$ cat src/rtl/lsu.sv
// Load/store unit: single-outstanding word bus with byte strobes, IDLE/BUS/RESP sequencing.
// Optional macro LSU_MISALIGN_TRAP_EN turns misaligned accesses into an immediate flagged response.
module lsu #(
  parameter int ADDR_W = 32
) (
  input  logic              clk,
  input  logic              rst,
  input  logic              req_valid,
  output logic              req_ready,
  input  logic [5:0]        alucode,
  input  logic [ADDR_W-1:0] addr,
  input  logic [31:0]       store_data,
  output logic              mem_req,
  output logic              mem_we,
  output logic [ADDR_W-1:0] mem_addr,
  output logic [31:0]       mem_wdata,
  output logic [3:0]        mem_wstrb,
  input  logic              mem_ack,
  input  logic [31:0]       mem_rdata,
  output logic              resp_valid,
  output logic [31:0]       resp_data,
  output logic              misaligned,
  output logic              stall
);

  // Memory alucode values, mirroring define.vh
  localparam logic [5:0] ALU_LB  = 6'd10;
  localparam logic [5:0] ALU_LH  = 6'd11;
  localparam logic [5:0] ALU_LW  = 6'd12;
  localparam logic [5:0] ALU_LBU = 6'd13;
  localparam logic [5:0] ALU_LHU = 6'd14;
  localparam logic [5:0] ALU_SB  = 6'd15;
  localparam logic [5:0] ALU_SH  = 6'd16;
  localparam logic [5:0] ALU_SW  = 6'd17;

  typedef enum logic [1:0] {S_IDLE, S_BUS, S_RESP} state_t;

  state_t            state_q, state_d;
  logic [5:0]        op_q, op_d;
  logic [1:0]        off_q, off_d;
  logic [ADDR_W-1:0] baddr_q, baddr_d;
  logic              we_q, we_d;
  logic [3:0]        wstrb_q, wstrb_d;
  logic [31:0]       wdata_q, wdata_d;
  logic [31:0]       rdata_q, rdata_d;
`ifdef LSU_MISALIGN_TRAP_EN
  logic              mis_q, mis_d;
`endif

  logic        is_byte, is_half, is_word, is_store, is_mem, req_mis;
  logic [1:0]  req_off;
  logic [3:0]  req_strb;
  logic [31:0] req_wdata;
  logic [31:0] rd_shift, load_ext;

  // Request decode and lane placement
  always_comb begin
    is_byte  = (alucode == ALU_LB) || (alucode == ALU_LBU) || (alucode == ALU_SB);
    is_half  = (alucode == ALU_LH) || (alucode == ALU_LHU) || (alucode == ALU_SH);
    is_word  = (alucode == ALU_LW) || (alucode == ALU_SW);
    is_store = (alucode == ALU_SB) || (alucode == ALU_SH) || (alucode == ALU_SW);
    is_mem   = is_byte || is_half || is_word;
    req_mis  = (is_half && addr[0]) || (is_word && (addr[1:0] != 2'b00));
    req_off  = is_word ? 2'b00 : (is_half ? {addr[1], 1'b0} : addr[1:0]);
    req_strb  = 4'b0000;
    req_wdata = 32'h0;
    if (is_store) begin
      if (is_word) begin
        req_strb  = 4'b1111;
        req_wdata = store_data;
      end else if (is_half) begin
        req_strb  = 4'b0011 << req_off;
        req_wdata = {16'h0, store_data[15:0]} << {req_off, 3'b000};
      end else begin
        req_strb  = 4'b0001 << req_off;
        req_wdata = {24'h0, store_data[7:0]} << {req_off, 3'b000};
      end
    end
  end

  // Lane extraction and extension of the returned word
  always_comb begin
    rd_shift = mem_rdata >> {off_q, 3'b000};
    case (op_q)
      ALU_LB:  load_ext = {{24{rd_shift[7]}}, rd_shift[7:0]};
      ALU_LBU: load_ext = {24'h0, rd_shift[7:0]};
      ALU_LH:  load_ext = {{16{rd_shift[15]}}, rd_shift[15:0]};
      ALU_LHU: load_ext = {16'h0, rd_shift[15:0]};
      ALU_LW:  load_ext = mem_rdata;
      default: load_ext = 32'h0;
    endcase
  end

  always_comb begin
    state_d = state_q;
    op_d    = op_q;
    off_d   = off_q;
    baddr_d = baddr_q;
    we_d    = we_q;
    wstrb_d = wstrb_q;
    wdata_d = wdata_q;
    rdata_d = rdata_q;
`ifdef LSU_MISALIGN_TRAP_EN
    mis_d   = mis_q;
`endif
    case (state_q)
      S_IDLE: begin
        if (req_valid && is_mem) begin
          op_d    = alucode;
          off_d   = req_off;
          baddr_d = {addr[ADDR_W-1:2], 2'b00};
          we_d    = is_store;
          wstrb_d = req_strb;
          wdata_d = req_wdata;
          rdata_d = 32'h0;
`ifdef LSU_MISALIGN_TRAP_EN
          mis_d   = req_mis;
          state_d = req_mis ? S_RESP : S_BUS;
`else
          state_d = S_BUS;
`endif
        end
      end
      S_BUS: begin
        if (mem_ack) begin
          rdata_d = load_ext;
          state_d = S_RESP;
        end
      end
      S_RESP: state_d = S_IDLE;
      default: state_d = S_IDLE;
    endcase
  end

  always_ff @(posedge clk) begin
    if (rst) begin
      state_q <= S_IDLE;
      op_q    <= 6'd0;
      off_q   <= 2'b00;
      baddr_q <= '0;
      we_q    <= 1'b0;
      wstrb_q <= 4'b0000;
      wdata_q <= 32'h0;
      rdata_q <= 32'h0;
`ifdef LSU_MISALIGN_TRAP_EN
      mis_q   <= 1'b0;
`endif
    end else begin
      state_q <= state_d;
      op_q    <= op_d;
      off_q   <= off_d;
      baddr_q <= baddr_d;
      we_q    <= we_d;
      wstrb_q <= wstrb_d;
      wdata_q <= wdata_d;
      rdata_q <= rdata_d;
`ifdef LSU_MISALIGN_TRAP_EN
      mis_q   <= mis_d;
`endif
    end
  end

  // Bus and response outputs are gated by state so they read 0 outside their phase
  always_comb begin
    req_ready  = (state_q == S_IDLE);
    stall      = ~req_ready;
    mem_req    = (state_q == S_BUS);
    mem_we     = mem_req && we_q;
    mem_addr   = mem_req ? baddr_q : '0;
    mem_wdata  = mem_req ? wdata_q : 32'h0;
    mem_wstrb  = mem_req ? wstrb_q : 4'b0000;
    resp_valid = (state_q == S_RESP);
    resp_data  = resp_valid ? rdata_q : 32'h0;
`ifdef LSU_MISALIGN_TRAP_EN
    misaligned = resp_valid && mis_q;
`else
    misaligned = 1'b0;
`endif
  end

  logic unused_req_mis;
  assign unused_req_mis = req_mis;

endmodule

$ cat config.mk
export PLATFORM = sky130hd
export DESIGN_NAME = lsu
export DESIGN_NICKNAME = d
export VERILOG_FILES = /design/src/rtl/lsu.sv
export SDC_FILE = /design/constraint.sdc
export NUM_CORES = 1
export LEC_CHECK = 0
export CORE_ASPECT_RATIO = 1.2
export CORE_UTILIZATION = 45
export CTS_CLUSTER_SIZE = 16
export DETAILED_ROUTE_END_ITERATION = 10
export GPL_ROUTABILITY_DRIVEN = 0
export PLACE_DENSITY = 0.78
export SYNTH_ARGS = -nofsm -noshare
export SYNTH_HDL_FRONTEND = slang
export SYNTH_SLANG_ARGS = --single-unit
export TNS_END_PERCENT = 1
$ cat constraint.sdc
create_clock -name clk -period 2.56 [get_ports clk]
set_input_delay 0.512 -clock clk [delete_from_list [all_inputs] [get_ports clk]]
set_output_delay 0.512 -clock clk [all_outputs]
set_load 0.01 [all_outputs]
==> results_dict.tcl <==
set metrics [dict create \
    area_delta_synth_final_pct 47.1 \
    cp.required_ns 2.05 \
    min_from "baddr_q[24]" \
    synth_common_cells "and2_1 (116), dfxtp_1 (109), nand2_1 (108)" \
    place_area_um2 8100 \
    timing.fmax_ghz 0.407 \
    ys_ff_latch 109 \
    port_buffers 208 \
    grt_pass1_wl_um 28300 \
    tightestPinTransition_ns 0.964 \
    worstHoldPathCells 2 \
    num_vias 5831 \
    tritoncts "built" \
    worst-path-max-fanout 33 \
    fin_crit_sh_pct 96.0 \
    worst_slack_ns 0.103 \
    num-nets-final 991 \
    ys_types 55 \
    row_count 44 \
    maxCapViolCount 0 \
    start_util_pct 46.8 \
    die_w_um 105 \
    die_area_um2 13200 \
    yosysWarnings 0 \
    grt_remaining_overflow 0 \
    postCtsHoldBufs 0 \
    antenna_found_initial 1 \
    crit_arrival_ns 1.95 \
    tns_ns 0 \
    p_leak_nw 3.09 \
    ant_nets 0 \
    ys_async_sr_fraction_pct 0 \
    avgSynthCellArea_um2 8.35 \
    cts.clk_slew.worst_paths_ns 0.07 \
    synth_ff_type "dfxtp_1" \
    timing.final.hold_violations 0 \
    remaining_drc_errors 0 \
    grt_max_degree 84 \
    synth_most_common_cell "and2_1" \
    drtIter0Drc 348 \
    htreeDepth 3 \
    power_density_nw_per_um2 444 \
    worst_setup_path_start_kind "flop" \
    peakVddDrop_uv 271 \
    ys_seq_area_share_pct 38.0 \
    synth_top_area_share_pct 38.0 \
    path_class "reg2out" \
    synth_area_leaders "dfxtp_1 (38%), and2_1 (13%), nand2_1 (7.1%)" \
    pin_count 212 \
    cts_sinks 109 \
    clock_latency_ns 0.34 \
    synth_edf_count 0 \
    syn_area_um2 5750 \
    min_period_ns 2.46 \
    cts_inserted_buffers 9 \
    wl_per_cell_um 16.6 \
    slew_headroom_pct 35.2 \
    die_height_um 126 \
    outcome "finished, final reports clean" \
    fin_skew_ns 0.00346 \
    grt_pass1_vias 5760 \
    grt_setup_unrepaired "no" \
    drive_gt1_share_pct 8.66 \
    startpoint "state_q[1]" \
    cts_buffer_depth 2 \
    wl_um 17400 \
    diodes 0 \
    pre_cts_ws_ns -0.331 \
    clock-root-buffer "clkbuf_16" \
    power_mw 3.75 \
    synth_cells 688 \
    core-area_um2 12300 \
    vias_per_cell 5.55 \
    drt_pass1_iterations 5 \
    dp_hpwl_um 12600 \
    place_inst 1035 \
    endpoint_kind "primary output" \
    hold_ws_ns 0.449 \
    finalCoreUtilization_pct 68.9 \
    r2r_cells 5 \
    hold_path.class "reg2reg" \
    slew_violations 0 \
    r2r-start "off_q[0]" \
    synth_top_area_cell "dfxtp_1" \
    post-route-cell-area_um2 8450 \
    fin_cells 1050 \
    setup_viol 0 \
    grt.total_usage_pct 26.4 \
]
-- report_power, final --
group / internal, mW / switching (mW)
Sequential: 1.71 / 0.00894
Combinational: 0.229 / 0.198
Clock: 0.981 / 0.624
-- worst max-delay path: stages, from the launching register on --
cell and delay, ns:
dfxtp_1 0.40, nor2b_1 0.15, buf_4 0.28, and2_1 0.22, clkdlybuf4s50_1 0.55
-- what timing repair did --
action | CTS | global route
buffers inserted | 0 | 0
hold endpoints to repair | 0 | 0
endpoints found under the setup margin | 0 | 23
gates resized for setup | 0 | 3
-- layout make-up --
class	instances	area, um^2
multi-input combinational	500	3230
clock inverter	5	106
fill	973	3820
clock buffer	10	239
tap	161	201
sequential	109	2180
timing repair buffer	244	2410
inverter	21	78.8
-- layout by cell type, fill, tap and decap left out, types with 16 or more instances in the layout --
master | netlist | layout
a21oi_1 | 73 | 73
and2_1 | 116 | 116
nor2_1 | 23 | 23
dfxtp_1 | 109 | 109
mux2i_1 | 16 | 16
o2bb2ai_1 | 16 | 16
inv_1 | 20 | 20
buf_4 | 6 | 31
nand3_1 | 19 | 19
a211oi_1 | 16 | 16
nand2_1 | 108 | 108
a221o_1 | 16 | 16
clkdlybuf4s50_1 | 0 | 205
a32oi_1 | 17 | 17
a22oi_1 | 18 | 18
-- per-layer routing --
layer	vias to the layer above	GRT usage, %	part of all wire, %
met5	-	0	0.075
met4	2	9.69	3.0
met3	37	6.83	7.9
met2	266	44.1	48
met1	2734	32.7	41
li1	2792	-	-
-- flip-flops by register name, indices dropped and copies added (netlist names) --
name,count
rdata_q,32
wstrb_q,4
baddr_q,30
state_q,2
we_q,1
wdata_q,32
op_q,6
off_q,2
-- cell families (layout without fill, tap and decap cells) --
kind of cell | Yosys count | after routing | share of synthesized area [%]
AOI/OAI and AO/OA | 180 | 180 | 22.7
xor gates and xnor gates | 2 | 2 | 0.305
buffers and inverters | 81 | 280 | 6.25
DFF | 109 | 109 | 38.0
muxes | 24 | 24 | 5.92
other | 1 | 3 | 0.0653
and+or+nand+nor | 291 | 291 | 26.8
-- final timing paths --
| path | to | slack [ns] |
|---|---|---|
| min reg2reg | baddr_q[24] | 0.45 |
| max | resp_data[12] | 0.10 |
| min | baddr_q[24] | 0.45 |
| max reg2reg | rdata_q[11] | 0.45 |
Power figures use the tool's default switching activity.
